### src/rtl/stopwatch_pkg.sv
// Shared constants, mode encodings and the binary-to-BCD split used by the
// stopwatch core and its 7-segment consumer.
package stopwatch_pkg;

    localparam int unsigned SEC_MAX_DEF = 59;
    localparam int unsigned MAX_MIN_DEF = 99;
    localparam int unsigned BCD_W       = 4;
    localparam int unsigned BIN_W       = 7;

    localparam logic ADJ_MIN = 1'b0;
    localparam logic ADJ_SEC = 1'b1;
    localparam logic DIR_UP  = 1'b0;
    localparam logic DIR_DN  = 1'b1;

    // Splits a 0..99 binary value into {tens, ones} BCD digits.
    function automatic logic [2*BCD_W-1:0] to_bcd(input logic [BIN_W-1:0] v);
        return {BCD_W'(v / BIN_W'(10)), BCD_W'(v % BIN_W'(10))};
    endfunction

endpackage

### src/rtl/wrap_counter.sv
// Up/down counter over 0..MAX that wraps within itself; carry flags the
// upward wrap in the same cycle so a following field can chain on it.
module wrap_counter #(
    parameter int unsigned MAX = 59,
    parameter int unsigned W   = 6
) (
    input  logic         clk,
    input  logic         RESET,
    input  logic         en,
    input  logic         up,
    output logic [W-1:0] value,
    output logic         carry
);

    always_ff @(posedge clk) begin
        if (RESET) begin
            value <= '0;
        end else if (en) begin
            if (up) begin
                value <= (value == W'(MAX)) ? '0 : value + W'(1);
            end else begin
                value <= (value == '0) ? W'(MAX) : value - W'(1);
            end
        end
    end

    assign carry = en & up & (value == W'(MAX));

endmodule

### src/rtl/stopwatch_core.sv
// MM:SS stopwatch on a single clock with tick enables, pause, lap freeze,
// configurable minute ceiling and a rollover pulse; drives BCD digits.
module stopwatch_core
    import stopwatch_pkg::*;
#(
    parameter int unsigned MAX_MIN = MAX_MIN_DEF,
    parameter int unsigned MIN_W   = 7,
    parameter int unsigned SEC_MAX = SEC_MAX_DEF
) (
    input  logic             clk,
    input  logic             RESET,
    input  logic             count_tick,
    input  logic             adjust_tick,
    input  logic             adj,
    input  logic             sel,
    input  logic             dir,
    input  logic             pause_tog,
    input  logic             lap_tog,
    output logic [BCD_W-1:0] min_tens,
    output logic [BCD_W-1:0] min_ones,
    output logic [BCD_W-1:0] sec_tens,
    output logic [BCD_W-1:0] sec_ones,
    output logic             paused,
    output logic             lap_active,
    output logic             rollover
);

    localparam int unsigned SEC_W = $clog2(SEC_MAX + 1);

    logic [SEC_W-1:0] sec_val, lap_sec, disp_sec;
    logic [MIN_W-1:0] min_val, lap_min, disp_min;
    logic             sec_en, min_en, step_up;
    logic             sec_carry, min_carry;

    // Adjust steps one selected field with no carry; counting chains sec into min.
    always_comb begin
        step_up = 1'b1;
        sec_en  = 1'b0;
        min_en  = 1'b0;
        if (adj) begin
            step_up = (dir == DIR_UP);
            sec_en  = adjust_tick & (sel == ADJ_SEC);
            min_en  = adjust_tick & (sel == ADJ_MIN);
        end else begin
            sec_en  = count_tick & ~paused;
            min_en  = sec_carry;
        end
    end

    wrap_counter #(.MAX(SEC_MAX), .W(SEC_W)) u_sec (
        .clk   (clk),
        .RESET (RESET),
        .en    (sec_en),
        .up    (step_up),
        .value (sec_val),
        .carry (sec_carry)
    );

    wrap_counter #(.MAX(MAX_MIN), .W(MIN_W)) u_min (
        .clk   (clk),
        .RESET (RESET),
        .en    (min_en),
        .up    (step_up),
        .value (min_val),
        .carry (min_carry)
    );

    // Snapshot takes the pre-increment value when lap and a count coincide.
    always_ff @(posedge clk) begin
        if (RESET) begin
            paused     <= 1'b0;
            lap_active <= 1'b0;
            rollover   <= 1'b0;
            lap_min    <= '0;
            lap_sec    <= '0;
        end else begin
            paused   <= paused ^ pause_tog;
            rollover <= ~adj & min_carry;
            if (lap_tog) begin
                if (lap_active) begin
                    lap_active <= 1'b0;
                end else begin
                    lap_active <= 1'b1;
                    lap_min    <= min_val;
                    lap_sec    <= sec_val;
                end
            end
        end
    end

    assign disp_min = lap_active ? lap_min : min_val;
    assign disp_sec = lap_active ? lap_sec : sec_val;

    assign {min_tens, min_ones} = to_bcd(BIN_W'(disp_min));
    assign {sec_tens, sec_ones} = to_bcd(BIN_W'(disp_sec));

endmodule

### config.mk
export PLATFORM = sky130hd
export DESIGN_NAME = stopwatch_core
export DESIGN_NICKNAME = d
export VERILOG_FILES = /design/src/rtl/stopwatch_pkg.sv /design/src/rtl/wrap_counter.sv /design/src/rtl/stopwatch_core.sv
export SDC_FILE = /design/constraint.sdc
export NUM_CORES = 1
export LEC_CHECK = 0
export CORE_UTILIZATION = 54
export CTS_BUF_LIST = sky130_fd_sc_hd__clkbuf_4 sky130_fd_sc_hd__clkbuf_8
export CTS_CLUSTER_SIZE = 8
export DETAILED_ROUTE_END_ITERATION = 8
export GPL_ROUTABILITY_DRIVEN = 1
export PLACE_DENSITY = 0.81
export SLEW_MARGIN = 30
export SYNTH_ARGS = -nofsm -noshare
export SYNTH_HDL_FRONTEND = slang
export SYNTH_HIERARCHICAL = 1
export SYNTH_SLANG_ARGS = --single-unit
### constraint.sdc
create_clock -name clk -period 7.9 [get_ports clk]
set_input_delay 1.58 -clock clk [delete_from_list [all_inputs] [get_ports clk]]
set_output_delay 1.58 -clock clk [all_outputs]
set_load 0.01 [all_outputs]
* After elaboration in Yosys (flattened, before gate mapping)
Cells that the tools add are included.
Operators by class: add/subtract/negate cells 4, $mul 0, divide/modulo/power cells 4, order comparisons 0, equal/unequal tests 2, shift operators 0, mux-type cells 12, bitwise operators 13, reductions and logical operators 2
Operators with widths (count):
- $mux W7 | 4
- $mux W6 | 4
- $and A1 B1 Y1 | 8
- $add A7 B1 Y7 const B | 1
- $div A6 B4 Y7 const B | 1
- $div A7 B4 Y7 const B | 1
- $eq A7 B7 Y1 const B | 1
- $logic_not A7 Y1 | 1
- $mod A6 B4 Y7 const B | 1
- $mod A7 B4 Y7 const B | 1
- $sub A7 B1 Y7 const B | 1
- $add A6 B1 Y6 const B | 1
- $eq A6 B6 Y1 const B | 1
- $logic_not A6 Y1 | 1
- $sub A6 B1 Y6 const B | 1
- $mux W1 | 4
- $not A1 Y1 | 4
- $xor A1 B1 Y1 | 1
Word-level totals: flip-flop bits (word level) 29, latch bits 0, memory bits (writable) 0, memory bits (read-only) 0, input bits 9, output and inout bits 19, word-level logic and storage cells 44, memories 0

* Depth between registers and ports, before layout
word-level depth 9, gate-level depth with buffers 16, mapped depth without buffers 13

* Cells and area by module
Netlist, hierarchy kept.
By module, submodules not included:
- stopwatch_core | times used 1, cells an instance 209, area each 1596.5 um^2, sequential area each 320.3 um^2
- wrap_counter (u_min) | times used 1, cells an instance 80, area each 641.9 um^2, sequential area each 140.1 um^2
- wrap_counter (u_sec) | times used 1, cells an instance 77, area each 593.1 um^2, sequential area each 120.1 um^2

* Worst setup path after synthesis
OpenSTA, ideal clock, no wires.
kind register -> output, start register lap_active, end output port min_ones[2], arrival time 3.017 ns, data required time 6.320 ns, path slack 3.303 ns, stages on the path, launching flop included 14, path buffers 2, cell sequence dfxtp_1 buf_6 mux2_2 buf_2 nor3_1 nor3_1 a21oi_1 mux2i_1 ha_1 o41ai_2 or3b_1 a22oi_1 nor2_4 mux2i_1
On the way: cells in the longest elaborated chain, start to end 2
Ends and longest elaborated chain:
- start, declared | line stopwatch_core.sv:24 | output logic lap_active,
- start signal, assigned | line stopwatch_core.sv:72 | lap_active <= 1'b0;
- start signal, assigned | line stopwatch_core.sv:81 | lap_active <= 1'b0;
- start signal, assigned | line stopwatch_core.sv:83 | lap_active <= 1'b1;
- $mux W7
- $mod A7 B4 Y7 | line stopwatch_pkg.sv:17 | return {BCD_W'(v / BIN_W'(10)), BCD_W'(v % BIN_W'(10))};
- end, declared | line stopwatch_core.sv:20 | output logic [BCD_W-1:0] min_ones,
No other way between the ends.

* Final worst setup path
Same ends and word-level chain as after synthesis.

==> reports/metrics.cfg <==
[worst_setup_path]
cp-start-kind=flop
worstPathRequired_ns=6.32
arrival_ns=4.61
cp_max_fo=20
path_class=flop to primary output
crit_top_cell=mux2i_1
cp_cell_sequence=buf_4, mux2i_1, o211ai_1, nand3_2, mux2i_1, ha_1, o41ai_2, or3b_1, a22oi_1, nor2_4, mux2i_1, clkdlybuf4s50_1
cp_slowest_cell=dfxtp_1
endpoint_kind=primary output
slowest_delay_ns=0.75

[final_layout]
layout_commonest_cell=nand2_1
fin_cells=443
synthToLayoutAreaGrowth_pct=10.1
nets=394
layout-drive-gt1-share=0.106
layout_common_cells=nand2_1, dfxtp_1, a21oi_1, o21ai_0, clkdlybuf4s50_1
post-route-util=0.639
antenna_cells=0

[placed_design]
routabilityCongestion=0.901
port_buffers=26
place_hpwl_mm=4.65
place_ws_ns=2.08
dp_cells=435

[synthesis]
async_flop_share=0
ys.flop_type=dfxtp_1
netlist_instances=366
yosys_warnings=6
synth_area_um2=2830
synth_edf_count=0
ys_seq_area_frac=0.205
synth.avg_cell_area_um2=7.74
syn_nets=385
synth_cell_types=77
ys_ff_latch=29

[clock_network]
hold_buffers=0
clock_path_buffers=2
htreeDepth=2
path_clk_slew_ns=0.07
cts-buffers-inserted=5
root_buffer=clkbuf_8
cts-resized-gates=0
post-cts-setup-buffers=0
cts_tree=done
clock_sinks=29
insertion_delay_ns=0.28

[global_routing]
grt_max_degree=34
grt.total_usage=0.247
grt-ovfl-total=0
grt_pass1_vias=2333
antenna_found_initial=0
grt_pass1_wl_mm=10.8

[power]
p_int_uw=341
power_per_cell_area_nw_per_um2=156
power_frac_comb=0.274
power_frac_seq=0.352
p_total_uw=487
power.switching_uw=146
switching_share=0.300
pwr-share-clk=0.374
peakVddDrop_mv=0.160
leakagePower_nw=1.09

[floorplan]
rows=25
initial_core_util=0.580
core_area_um2=4880
die_x_um=74.4
die-area_um2=5540
pin_count=28
dieHeight_um=74.4

[sta]
tns_ns=0
finalClockSkew_ns=0.00503
hold_viol=0
fin_crit_sh=0.783
period_needed_ns=6.19
finalMaxSlewViolations=0
worstMarginPinSlew_ns=0.826
clock.fmax_mhz=162
setup_viol=0
setup_ws_ns=1.71
rsz0062_at_grt=no
max_slew_margin=0.434

[min_path]
hold_path.class=flop to flop

[detailed_routing]
drtIter0Drc=256
postRouteAntennaNets=0
drc_errors=0
routedWlPerCell_um=15.2
drt_wl_total_mm=6.72
dr_total_vias=2770
vias_per_cell=6.25
firstDrtPassIters=5

[run_status]
status=completed

[flow_run]
cap_violations=0

-- per-stage QoR --
stage               instance area [um^2]  hold WS, ns
floorplan                           2830        0.436
global placement                    2980        0.445
detailed placement                  2980        0.451
CTS                                 3110        0.461
global route                        3120        0.482
finish                              3120        0.458
-- final cells by class --
class / count / area, um^2
Multi-Input combinational cell: 291 / 1970
Sequential cell: 29 / 581
Clock buffer: 5 / 68.8
Clock inverter: 3 / 65.1
Timing Repair Buffer: 28 / 275
Inverter: 20 / 75.1
Fill cell: 425 / 1760
Tap cell: 67 / 83.8
-- worst max-delay path: cells and delay by family (launching register included) --
family	cells	cell delay [ns]
compound gates	3	0.77
fa+ha+maj	1	0.29
buf+inv	2	0.92
flops	1	0.75
mux	3	0.99
simple gates	3	0.59
-- final timing paths --
| path | depth (start not counted) | to | startpoint | slack [ns] |
|---|---|---|---|---|
| max | 12 | min_ones[2] | lap_active | 1.71 |
| min | 2 | lap_sec[2] | lap_sec[2] | 0.46 |
| min reg2reg | 2 | lap_sec[2] | lap_sec[2] | 0.46 |
| max reg2reg | 9 | u_min/value[3] | u_sec/value[5] | 5.05 |
-- registers in the layout, indices dropped and copies added (netlist names) --
name / cells
lap_min: 7
u_min/value: 7
lap_sec: 6
u_sec/value: 6
lap_active: 1
paused: 1
rollover: 1
-- per-layer routing --
layer  GRT usage  vias to the layer above  part of all wire
met5           0                        -                 0
li1            -                     1367                 -
met4      0.0755                        0            0.0094
met1       0.358                     1289              0.48
met3      0.0325                       10             0.054
met2       0.380                      104              0.46
-- synth_stat cells (all sizes together) (3+ instances only) --
cell / number / area, um^2
a211oi: 5 / 42.5
a21oi: 27 / 135
a22oi: 3 / 22.5
a311oi: 3 / 26.3
a31oi: 3 / 18.8
a32o: 4 / 40.0
and2: 3 / 18.8
buf: 22 / 195
clkbuf: 4 / 15.0
dfxtp: 29 / 581
ha: 10 / 125
inv: 20 / 75.1
mux2: 9 / 109
mux2i: 12 / 131
nand2: 48 / 180
nand2b: 3 / 18.8
nand3: 10 / 55.1
nand4: 10 / 62.6
nor2: 21 / 86.3
nor2b: 5 / 31.3
nor3: 14 / 81.3
nor3b: 5 / 37.5
nor4: 3 / 25.0
o211ai: 7 / 52.6
o21a: 3 / 22.5
o21ai: 27 / 135
o41ai: 4 / 42.6
or3: 3 / 18.8
xnor2: 7 / 61.3
xor2: 4 / 35.0
-- power by group through the flow --
| stage | sequential (mW) | combinational, mW | clock, mW |
|---|---|---|---|
| floorplan | 0.165 | 0.106 | 0 |
| global placement | 0.174 | 0.128 | 0 |
| detailed placement | 0.174 | 0.131 | 0 |
| CTS | 0.171 | 0.132 | 0.186 |
| global route | 0.173 | 0.147 | 0.192 |
| finish | 0.172 | 0.134 | 0.182 |
-- cell families (layout without fill, tap and decap cells) --
group,count (synthesis),in the layout,share of synthesized area
compound gates,109,109,0.269
xor+xnor,11,11,0.0340
fa+ha+maj,10,10,0.0442
buf+inv,46,56,0.101
flops,29,29,0.205
mux,21,21,0.0848
other cells,1,1,0.00132
simple gates,139,139,0.261
Note: power is estimated with default switching activity, not from simulation.
